$ cat src/rtl/centscale_sample_fifo.sv
// centscale_sample_fifo: synchronous sample FIFO between the centre/scale stage
// and its downstream consumer. The head sample, flags and occupancy are all held
// in flops, so no output depends combinationally on an input.
// Optional feature: define CSFIFO_DROP_CNT_EN to add the saturating 16-bit
// dropped-sample counter on ovf_cnt_o.
module centscale_sample_fifo #(
  parameter int DEPTH  = 16,
  parameter int ADDR_W = 4
) (
  input  logic              clk,
  input  logic              GlobalReset,
  input  logic [31:0]       x_i,
  input  logic              srdyi_i,
  output logic [31:0]       x_o,
  output logic              srdyo_o,
  input  logic              drdy_i,
  output logic [ADDR_W:0]   count_o,
  output logic              full_o,
  output logic              empty_o,
  output logic              overflow_o,
  input  logic              ovf_clr_i
`ifdef CSFIFO_DROP_CNT_EN
  ,
  output logic [15:0]       ovf_cnt_o
`endif
);

  localparam logic [ADDR_W:0]   CNT_FULL = (ADDR_W+1)'(DEPTH);
  localparam logic [ADDR_W:0]   CNT_ZERO = (ADDR_W+1)'(0);
  localparam logic [ADDR_W:0]   CNT_ONE  = (ADDR_W+1)'(1);
  localparam logic [ADDR_W-1:0] PTR_ONE  = (ADDR_W)'(1);

  logic [31:0]       mem_q [DEPTH];
  logic [ADDR_W-1:0] wr_ptr_q, wr_ptr_d;
  logic [ADDR_W-1:0] rd_ptr_q, rd_ptr_d;
  logic [ADDR_W:0]   count_q, count_d;
  logic [ADDR_W:0]   count_after_pop_s;
  logic [31:0]       x_q, x_d;
  logic              full_q, full_d;
  logic              empty_q, empty_d;
  logic              ovf_q, ovf_d;
  logic              push_s, pop_s, drop_s;

  // Handshake decode, pointer/occupancy next state and next head-of-queue value.
  always_comb begin
    pop_s             = !empty_q && drdy_i;
    push_s            = srdyi_i && (!full_q || pop_s);
    drop_s            = srdyi_i && full_q && !pop_s;
    wr_ptr_d          = push_s ? (wr_ptr_q + PTR_ONE) : wr_ptr_q;
    rd_ptr_d          = pop_s  ? (rd_ptr_q + PTR_ONE) : rd_ptr_q;
    count_after_pop_s = pop_s ? (count_q - CNT_ONE) : count_q;
    count_d           = count_q;
    x_d               = x_q;

    case ({push_s, pop_s})
      2'b10:   count_d = count_q + CNT_ONE;
      2'b01:   count_d = count_q - CNT_ONE;
      default: count_d = count_q;
    endcase

    // The head only changes when it is consumed or when the queue was empty.
    // If nothing older remains, the incoming sample becomes the new head
    // directly, since it is not yet readable from memory.
    if (pop_s || empty_q) begin
      if (count_after_pop_s == CNT_ZERO) begin
        if (push_s) begin
          x_d = x_i;
        end else begin
          x_d = x_q;
        end
      end else begin
        x_d = mem_q[rd_ptr_d];
      end
    end else begin
      x_d = x_q;
    end

    full_d  = (count_d == CNT_FULL);
    empty_d = (count_d == CNT_ZERO);

    // A drop in the same cycle as a clear keeps the flag set.
    if (drop_s) begin
      ovf_d = 1'b1;
    end else if (ovf_clr_i) begin
      ovf_d = 1'b0;
    end else begin
      ovf_d = ovf_q;
    end
  end

  // Sample storage: written on accepted pushes only, never reset.
  always_ff @(posedge clk) begin
    if (push_s && GlobalReset) begin
      mem_q[wr_ptr_q] <= x_i;
    end
  end

  // Control state, registered head and flags with synchronous active-low reset.
  always_ff @(posedge clk) begin
    if (!GlobalReset) begin
      wr_ptr_q <= '0;
      rd_ptr_q <= '0;
      count_q  <= CNT_ZERO;
      x_q      <= 32'h0000_0000;
      full_q   <= 1'b0;
      empty_q  <= 1'b1;
      ovf_q    <= 1'b0;
    end else begin
      wr_ptr_q <= wr_ptr_d;
      rd_ptr_q <= rd_ptr_d;
      count_q  <= count_d;
      x_q      <= x_d;
      full_q   <= full_d;
      empty_q  <= empty_d;
      ovf_q    <= ovf_d;
    end
  end

`ifdef CSFIFO_DROP_CNT_EN
  logic [15:0] ovf_cnt_q, ovf_cnt_d;

  // Dropped-sample counter: saturates, clears on ovf_clr_i, and restarts at
  // one when a drop coincides with the clear.
  always_comb begin
    ovf_cnt_d = ovf_cnt_q;
    if (drop_s) begin
      if (ovf_clr_i) begin
        ovf_cnt_d = 16'h0001;
      end else if (ovf_cnt_q != 16'hFFFF) begin
        ovf_cnt_d = ovf_cnt_q + 16'h0001;
      end else begin
        ovf_cnt_d = ovf_cnt_q;
      end
    end else if (ovf_clr_i) begin
      ovf_cnt_d = 16'h0000;
    end else begin
      ovf_cnt_d = ovf_cnt_q;
    end
  end

  // Dropped-sample counter register.
  always_ff @(posedge clk) begin
    if (!GlobalReset) begin
      ovf_cnt_q <= 16'h0000;
    end else begin
      ovf_cnt_q <= ovf_cnt_d;
    end
  end

  assign ovf_cnt_o = ovf_cnt_q;
`endif

  assign x_o        = x_q;
  assign srdyo_o    = !empty_q;
  assign count_o    = count_q;
  assign full_o     = full_q;
  assign empty_o    = empty_q;
  assign overflow_o = ovf_q;

endmodule

$ cat config.mk
export PLATFORM = sky130hd
export DESIGN_NAME = centscale_sample_fifo
export DESIGN_NICKNAME = d
export VERILOG_FILES = /design/src/rtl/centscale_sample_fifo.sv
export SDC_FILE = /design/constraint.sdc
export NUM_CORES = 1
export LEC_CHECK = 0
export CORE_MARGIN = 1.5
export CORE_UTILIZATION = 55
export DETAILED_ROUTE_END_ITERATION = 7
export GPL_ROUTABILITY_DRIVEN = 0
export GPL_TIMING_DRIVEN = 0
export PLACE_DENSITY = 0.73
export SLEW_MARGIN = 0
export SYNTH_ARGS = -nofsm -noshare
export SYNTH_HDL_FRONTEND = slang
export SYNTH_SLANG_ARGS = --single-unit
$ cat constraint.sdc
create_clock -name clk -period 7 [get_ports clk]
set_input_delay 0.7 -clock clk [delete_from_list [all_inputs] [get_ports clk]]
set_output_delay 0.7 -clock clk [all_outputs]
set_load 0.1 [all_outputs]
=== Word level (Yosys, flattened, before mapping) ===
Memory sizes are Yosys's and may differ from the RTL's.
Cells that the tools add are included.

* Register bits after elaboration: 48
* Latch bits: 0
* RAM bits: 512
* ROM bits: 0
* Input port bits: 37
* Output and inout port bits: 41
* Memories: 1

{| class="wikitable"
|+ Memories
! name !! depth !! bits a word !! rd ports !! clocked after Yosys merged registers in !! wr ports !! RTL line !! source
|-
| mem_q || 16 || 32 || 1 || 0 || 1 || 33 || <nowiki>logic [31:0] mem_q [DEPTH];</nowiki>
|}

* $add $sub $neg: 4
* Multipliers: 0
* Div/mod/pow operators: 0
* $lt $le $gt $ge: 0
* Equality and inequality tests: 4
* Shift-type cells: 0
* Multiplexer cells: 9
* Bitwise logic cells: 0
* Reduce and logical (&&, ||, !) cells: 14

{| class="wikitable"
|+ Operators by type and width
! kind !! count
|-
| two-way mux 32 bit || 2
|-
| logical NOT 5 bit || 2
|-
| case mux 5 bit (2 select lines) || 1
|-
| adder 4 x 1 -> 4 bit (second input constant) || 2
|-
| adder 5 x 1 -> 5 bit (second input constant) || 1
|-
| equality test 5 bit (second input constant) || 1
|-
| logical AND 1 bit || 5
|-
| two-way mux 5 bit || 1
|-
| subtractor 5 x 1 -> 5 bit (second input constant) || 1
|-
| two-way mux 1 bit || 4
|-
| two-way mux 4 bit || 1
|-
| logical NOT 1 bit || 3
|-
| equality test 2 x 1 -> 1 bit (second input constant) || 1
|-
| equality test 2 bit (second input constant) || 1
|-
| logical OR 1 bit || 2
|-
| != test 2 bit (second input constant) || 1
|-
| AND reduction 2 bit || 1
|-
| nonzero test 2 bit || 1
|}

=== Depth between registers and ports, before layout ===
Gate-level depths: netlist of the first run.

* Word-level depth: 7
* Mapped depth: 13

=== Least setup slack after synthesis of the first run ===
OpenSTA, ideal clock, no wires.

* Path type: reg2reg
* Start: reg empty_q, in the netlist empty_o
* End: mem mem_q[0][0], enable pin
* Library setup time: 0.461 ns
* Arrival time: 3.874 ns
* Slack: 2.665 ns
* Stages on the path, launching flop included: 9
* Clock period less this slack: 4.335 ns
* Path through: dfxtp_1 nand2b_4 buf_8 inv_8 o21ai_2 inv_2 and2_1 nand2_1 nor3_1

* Word-level cells in the longest chain between the ends: 7

{| class="wikitable"
|+ Ends and longest elaborated chain
! item !! RTL line !! source
|-
| from (decl) || 40 || <nowiki>logic empty_q, empty_d;</nowiki>
|-
| from (signal assigned) || 114 || <nowiki>empty_q <= empty_d;</nowiki>
|-
| logical NOT 1 bit || 46 || <nowiki>pop_s = !empty_q && drdy_i;</nowiki>
|-
| logical AND 1 bit || 46 ||
|-
| logical OR 1 bit || 47 || <nowiki>push_s = srdyi_i && (!full_q || pop_s);</nowiki>
|-
| logical AND 1 bit || 47 ||
|-
| named net push_s || 42 || <nowiki>logic push_s, pop_s, drop_s;</nowiki>
|-
| logical AND 1 bit || 93 || <nowiki>if (push_s && GlobalReset) begin</nowiki>
|-
| two-way mux 1 bit || 93 ||
|-
| two-way mux 1 bit (not written as such) || 94 || <nowiki>mem_q[wr_ptr_q] <= x_i;</nowiki>
|-
| to (decl) || 33 ||
|}

The timed path passes the listed nets, and every way through them passes these cells.

=== Final worst setup path of the first run ===
* Start: in drdy_i
* End: mem mem_q[1][30], enable pin

* Word-level cells in the longest chain between the ends: 6

{| class="wikitable"
|+ Ends and longest elaborated chain
! item !! RTL line !! source
|-
| from (decl) || 16 || <nowiki>input logic drdy_i,</nowiki>
|-
| logical AND 1 bit || 46 ||
|-
| logical OR 1 bit || 47 ||
|-
| logical AND 1 bit || 47 ||
|-
| named net push_s || 42 ||
|-
| logical AND 1 bit || 93 ||
|-
| two-way mux 1 bit || 93 ||
|-
| two-way mux 1 bit (not written as such) || 94 ||
|}

The timed path passes the listed nets, and every way through them passes these cells.

==> flow_summary.json, run 1 <==
{
  "rows": 72,
  "finalNonFillerCells": 1827,
  "r2r_end": "mem_q[1][30]",
  "clock-sinks": 560,
  "post_cts_buffers": 0,
  "numPortBuffers": 77,
  "synthToLayoutAreaGrowth_pct": 17.0,
  "insertion_delay_ns": 0.60,
  "synthCells": 1105,
  "fmax_ghz": 0.290,
  "cap_violations": 0,
  "min_period_over_period": 0.493,
  "drc": 0,
  "hp-start": "overflow_o",
  "clock_path_buffers": 3,
  "relSlewSlack": 0.329,
  "antenna_found_initial": 2,
  "swShare": 0.274,
  "synthArstFlopShare": 0,
  "clkSlewWorstSetupHoldPaths_ns": 0.06,
  "drtIter0Drc": 1190,
  "synth_seq_cells": 560,
  "worst_pin_slew_ns": 1.00,
  "combPwrFrac": 0.179,
  "finalNetCount": 1311,
  "grt_max_degree": 23,
  "setup_viol": 0,
  "path_class": "in -> reg",
  "synth_flop_cell": "edfxtp_1",
  "viasPerCell": 6.34,
  "grt_pass1_wl_mm": 75.1,
  "grt_setup_unrepaired": "false",
  "avgRoutedWirePerCell_um": 27.6,
  "synth_warnings": 0,
  "cts_buffers": 54,
  "post-place-cells": 1726,
  "vias": 11577,
  "finClkSkew_ns": 0.0138,
  "cp-end-kind": "register",
  "ff2ff_setup_slack_ns": 3.76,
  "layout-drive-gt1-share": 0.226,
  "finalWirelength_mm": 50.3,
  "p_leak_nw": 8.29,
  "outcome": "finished clean",
  "grt-ovfl-total": 0,
  "synth-edff-count": 512,
  "cts_htree_levels": 2,
  "die_h_um": 202,
  "min_path_cells": 2,
  "synth_area_mm2": 0.0218,
  "p_clk_frac": 0.355,
  "crit_fanout": 10,
  "dp_hpwl_mm": 31.6,
  "start_util": 0.561,
  "first_global_vias": 11912,
  "post_cts_resized": 0,
  "arrival_ns": 3.74,
  "ioPinCount": 78,
  "fin_hold_ws_ns": 0.514,
  "yosysUniqueCellTypes": 53,
  "p_switching_mw": 2.23,
  "hold_viol_final": 0,
  "p_seq_frac": 0.466,
  "fin_crit_ns": 3.45,
  "synth_nets": 1152,
  "drtAntennaViolNets": 0,
  "design_area_mm2": 0.0255,
  "rr_startpoint": "empty_o",
  "holdCritPathClass": "reg -> reg",
  "internal_power_mw": 5.91,
  "cp_data_required_time_ns": 7.29,
  "drv_slew": 0,
  "power.density_mw_per_mm2": 319,
  "min_to": "overflow_o",
  "cts_root_buffer": "clkbuf_16",
  "cp-start-kind": "input port",
  "yosysSeqAreaShare": 0.749,
  "avgSynthCellArea_um2": 19.7,
  "place_area_mm2": 0.0238,
  "cts_tree": "built",
  "firstDrtPassIters": 5,
  "rr_worst_depth": 10,
  "die_w_um": 202,
  "postCtsHoldBufs": 0,
  "dieArea_mm2": 0.0409,
  "ir_worst_vdd_v": 0.000249,
  "grt_usage": 0.253,
  "design.core.area_mm2": 0.0389
}
registers in the layout, indices dropped and copies added, names as in the netlist:
signal / flops
overflow_o: 1
x_o: 32
full_o: 1
empty_o: 1
rd_ptr_q: 4
mem_q: 512
wr_ptr_q: 4
count_o: 5
area by class of cell:
class	instances	area, µm²
sequential	560	16300
fill	2551	13400
multi-input combinational	464	5100
clock buffer	65	1430
timing repair buffer	103	1180
tap	518	648
buffer	67	434
clock inverter	35	325
inverter	14	60.1
antenna	1	2.50
through the flow:
stage / power (mW) / setup TNS, ns / util / setup WS [ns]
after global routing: 8.37 / 0 / 0.656 / 3.42
final: 8.14 / 0 / 0.656 / 3.55
after CTS: 8.18 / 0 / 0.656 / 3.61
after global placement: 5.29 / -47.18 / 0.597 / -0.445
after floorplan: 4.90 / 0 / - / 2.67
after detailed placement: 5.32 / 0 / 0.611 / 2.98
how the worst max path moves through the flow:
stage / start / end / slack, ns
floorplan: empty_o / mem_q[0][0] / 2.67
global placement: drdy_i / mem_q[3][30] / -0.44
detailed placement: drdy_i / mem_q[1][30] / 2.98
CTS: drdy_i / mem_q[1][25] / 3.61
global route: drdy_i / mem_q[1][30] / 3.42
finish: drdy_i / mem_q[1][30] / 3.55
cell usage in the layout, fill, tap and decap left out, types with 3 or more instances in the layout:
cell,n
buf_12,9
ha_1,10
clkbuf_1,30
buf_4,7
dlygate4sd1_1,4
mux4_2,124
a21oi_1,44
nand2b_1,9
nor3_2,4
nor2_4,12
xnor2_1,6
buf_16,3
dfxtp_1,48
nand2_1,49
nor2b_1,6
a22o_1,33
nor3_1,3
and2_1,11
buf_6,19
mux2i_1,3
inv_1,12
clkinv_2,13
bufinv_16,6
mux2_1,5
buf_2,20
edfxtp_1,512
clkbuf_16,54
clkdlybuf4s50_1,77
a22oi_1,62
nand3_1,4
buf_8,4
clkbuf_8,5
clkbuf_4,3
a32oi_1,5
nor2_1,5
clkinv_1,13
o21ai_0,41
critical path, stage by stage:
cell and delay, ns:
clkdlybuf4s50_1 0.58, nand2b_4 0.07, buf_8 0.15, inv_8 0.08, o21ai_2 0.11, inv_2 0.15
and2_1 0.24, nand2_1 0.25, nor3_2 0.80, buf_4 0.36, buf_6 0.21
power by group through the flow:
stage / clock [mW] / sequential (mW) / combinational, mW
global route: 3.04 / 3.80 / 1.52
floorplan: 0 / 4.27 / 0.629
CTS: 2.92 / 3.79 / 1.46
detailed placement: 0 / 3.87 / 1.45
global placement: 0 / 3.87 / 1.42
finish: 2.89 / 3.80 / 1.45
kinds of logic (layout without fill, tap and decap cells):
family                   Yosys count  in the layout  synth area share
buffers and inverters             81            284            0.0226
XOR/XNOR                           8              8           0.00390
flip-flops                       560            560             0.749
other                              0              1                 0
AO/OA/AOI/OAI                    203            203            0.0629
adder cells (fa/ha/maj)           10             10           0.00573
multiplexers                     132            132             0.132
AND/OR/NAND/NOR                  111            111            0.0243
cell usage after synthesis, types with 10 or more instances:
cell	count	area, µm²
a21oi_1	44	220
dfxtp_1	48	961
ha_1	10	125
edfxtp_1	512	15400
nor2_1	17	63.8
a22oi_1	62	465
buf_2	20	100
a22o_1	33	289
clkbuf_1	23	86.3
and2_1	11	68.8
inv_1	12	45.0
mux4_2	124	2790
o21ai_0	41	205
nand2_1	49	184
layer usage:
| metal | vias up | GRT usage | share of wire | routed length (µm) |
|---|---|---|---|---|
| li1 | 4879 | - | - | - |
| met3 | 94 | 0.0471 | 0.082 | 4120 |
| met1 | 6036 | 0.353 | 0.40 | 20200 |
| met4 | 2 | 0.0876 | 0.029 | 1450 |
| met2 | 566 | 0.407 | 0.49 | 24500 |
| met5 | - | 0 | 0.00022 | 11 |
(Power assumes the default switching activity.)
==> inputs of run 2 (changes only) <==
clock period = 3.2 ns   (was 7 ns; I/O delays follow)
==> flow_summary.json, run 2 (synthesis results as in run 1) <==
{
  "die_h_um": 202,
  "antenna_cells": 0,
  "synthToLayoutAreaGrowth_pct": 17.4,
  "dp_hpwl_mm": 31.7,
  "grt_util_met1": 0.358,
  "postCtsHoldBufs": 0,
  "layout_common_cells": "edfxtp_1, mux4_2, clkdlybuf4s50_1",
  "fmax_ghz": 0.327,
  "viasPerCell": 6.34,
  "rows": 72,
  "ir_worst_vdd_v": 0.000595,
  "cts_buffers": 53,
  "firstDrtPassIters": 5,
  "die_w_um": 202,
  "grt_usage": 0.252,
  "insertion_delay_ns": 0.59,
  "design.core.area_mm2": 0.0389,
  "clock_path_buffers": 3,
  "outcome": "finished clean",
  "relSlewSlack": 0.336,
  "fin_hold_ws_ns": 0.355,
  "arrival_ns": 3.54,
  "first_global_vias": 11911,
  "path_class": "reg -> reg",
  "finalWirelength_mm": 50.3,
  "cap_violations": 0,
  "worst_pin_slew_ns": 0.994,
  "grt_max_degree": 23,
  "ioPinCount": 78,
  "holdCritPathClass": "in -> reg",
  "antenna_found_initial": 3,
  "grt.busiest_layer": "met2",
  "power.density_mw_per_mm2": 693,
  "cts_root_buffer": "clkbuf_16",
  "setup_viol": 0,
  "vias": 11541,
  "layout_commonest_cell": "edfxtp_1",
  "hold_viol_final": 0,
  "grt-ovfl-total": 0,
  "use_met2": 0.399,
  "crit_fanout": 10,
  "drtAntennaViolNets": 0,
  "p_leak_nw": 8.27,
  "min_period_over_period": 0.955,
  "layout-drive-gt1-share": 0.224,
  "largest_register_ffs": 512,
  "dieArea_mm2": 0.0409,
  "clock-sinks": 560,
  "clkSlewWorstSetupHoldPaths_ns": 0.06,
  "fin_crit_ns": 3.06,
  "cp-start-kind": "register",
  "grt_pass1_wl_mm": 74.9,
  "n_fill_cell": 2548,
  "drc": 0,
  "grt_util_met3": 0.0482,
  "avgRoutedWirePerCell_um": 27.6,
  "p_total_mw": 17.8,
  "finClkSkew_ns": 0.0178,
  "cts_tree": "built",
  "grt_setup_unrepaired": "false",
  "cts_htree_levels": 2,
  "drv_slew": 0,
  "start_util": 0.561,
  "drtIter0Drc": 1311,
  "finalNetCount": 1303,
  "cp_data_required_time_ns": 3.68,
  "numPortBuffers": 77,
  "cp-end-kind": "register",
  "largest_register": "mem_q"
}
-- run 2: cell types whose count changed in the layout (fill, tap and decap cells not counted), sizes merged --
cell         before  now
buf              62   47
bufinv            6    5
clkbuf           92  100
clkinv           27   24
clkinvlp          2    6
diode             1    0
dlygate4sd1       4    3
inv              14   15
-- run 2: where the power goes --
part           internal, mW  total, mW  leakage (nW)  switching [mW]
clock network          3.61       6.27         0.848            2.66
logic                  1.09       3.19          2.41            2.10
registers              8.17       8.30          5.01           0.134
-- run 2: per-stage QoR --
stage | cell area [µm²] | worst slack, ns | utilization | setup TNS, ns | instances
finish | 25600 | 0.142 | 0.659 | 0 | 1819
global route | 25600 | 0.0288 | 0.659 | 0 | 1819
CTS | 25600 | 0.118 | 0.658 | 0 | 1820
detailed placement | 23800 | -0.275 | 0.613 | -7.82 | 1720
global placement | 23300 | -2.05 | 0.598 | -921.60 | 1700
floorplan | 21800 | -0.278 | - | -115.96 | 1105
-- run 2: critical path, cell delays in order (launching register included) --
cell and delay (ns):
dfxtp_1 0.49, inv_1 0.10, ha_1 0.34, and2_1 0.21, a41o_1 0.30, a21oi_1 0.47, dlygate4sd1_1 0.67, nand2_1 0.14
a22o_1 0.21
-- run 2: final cells by class --
type | count | area, µm² | area share
inverter | 14 | 60.1 | 0.00234
tap | 518 | 648 | 0.0253
buffer | 66 | 449 | 0.0175
multi-input combinational | 464 | 5140 | 0.201
clock inverter | 36 | 313 | 0.0122
clock buffer | 64 | 1440 | 0.0562
sequential | 560 | 16300 | 0.637
timing repair buffer | 97 | 1240 | 0.0485
-- run 2: worst paths after layout --
path,from,endpoint,slack (ns),cells after the start
min reg2reg,overflow_o,overflow_o,0.51,2
min,ovf_clr_i,overflow_o,0.35,4
max reg2reg,count_o[0],x_o[0],0.14,8
max,count_o[0],x_o[0],0.14,8
-- run 2: repair_timing --
item / in CTS / in global routing
endpoints found under the hold margin: 0 / 0
resized for setup: 0 / 13
endpoints found under the setup margin: 0 / 18
buffers inserted: 0 / 0
-- run 2: per-layer routing --
metal / vias up / part of all wire
li1: 4862 / -
met1: 5977 / 0.41
met2: 592 / 0.48
met3: 104 / 0.084
met4: 6 / 0.028
met5: - / 0.00084
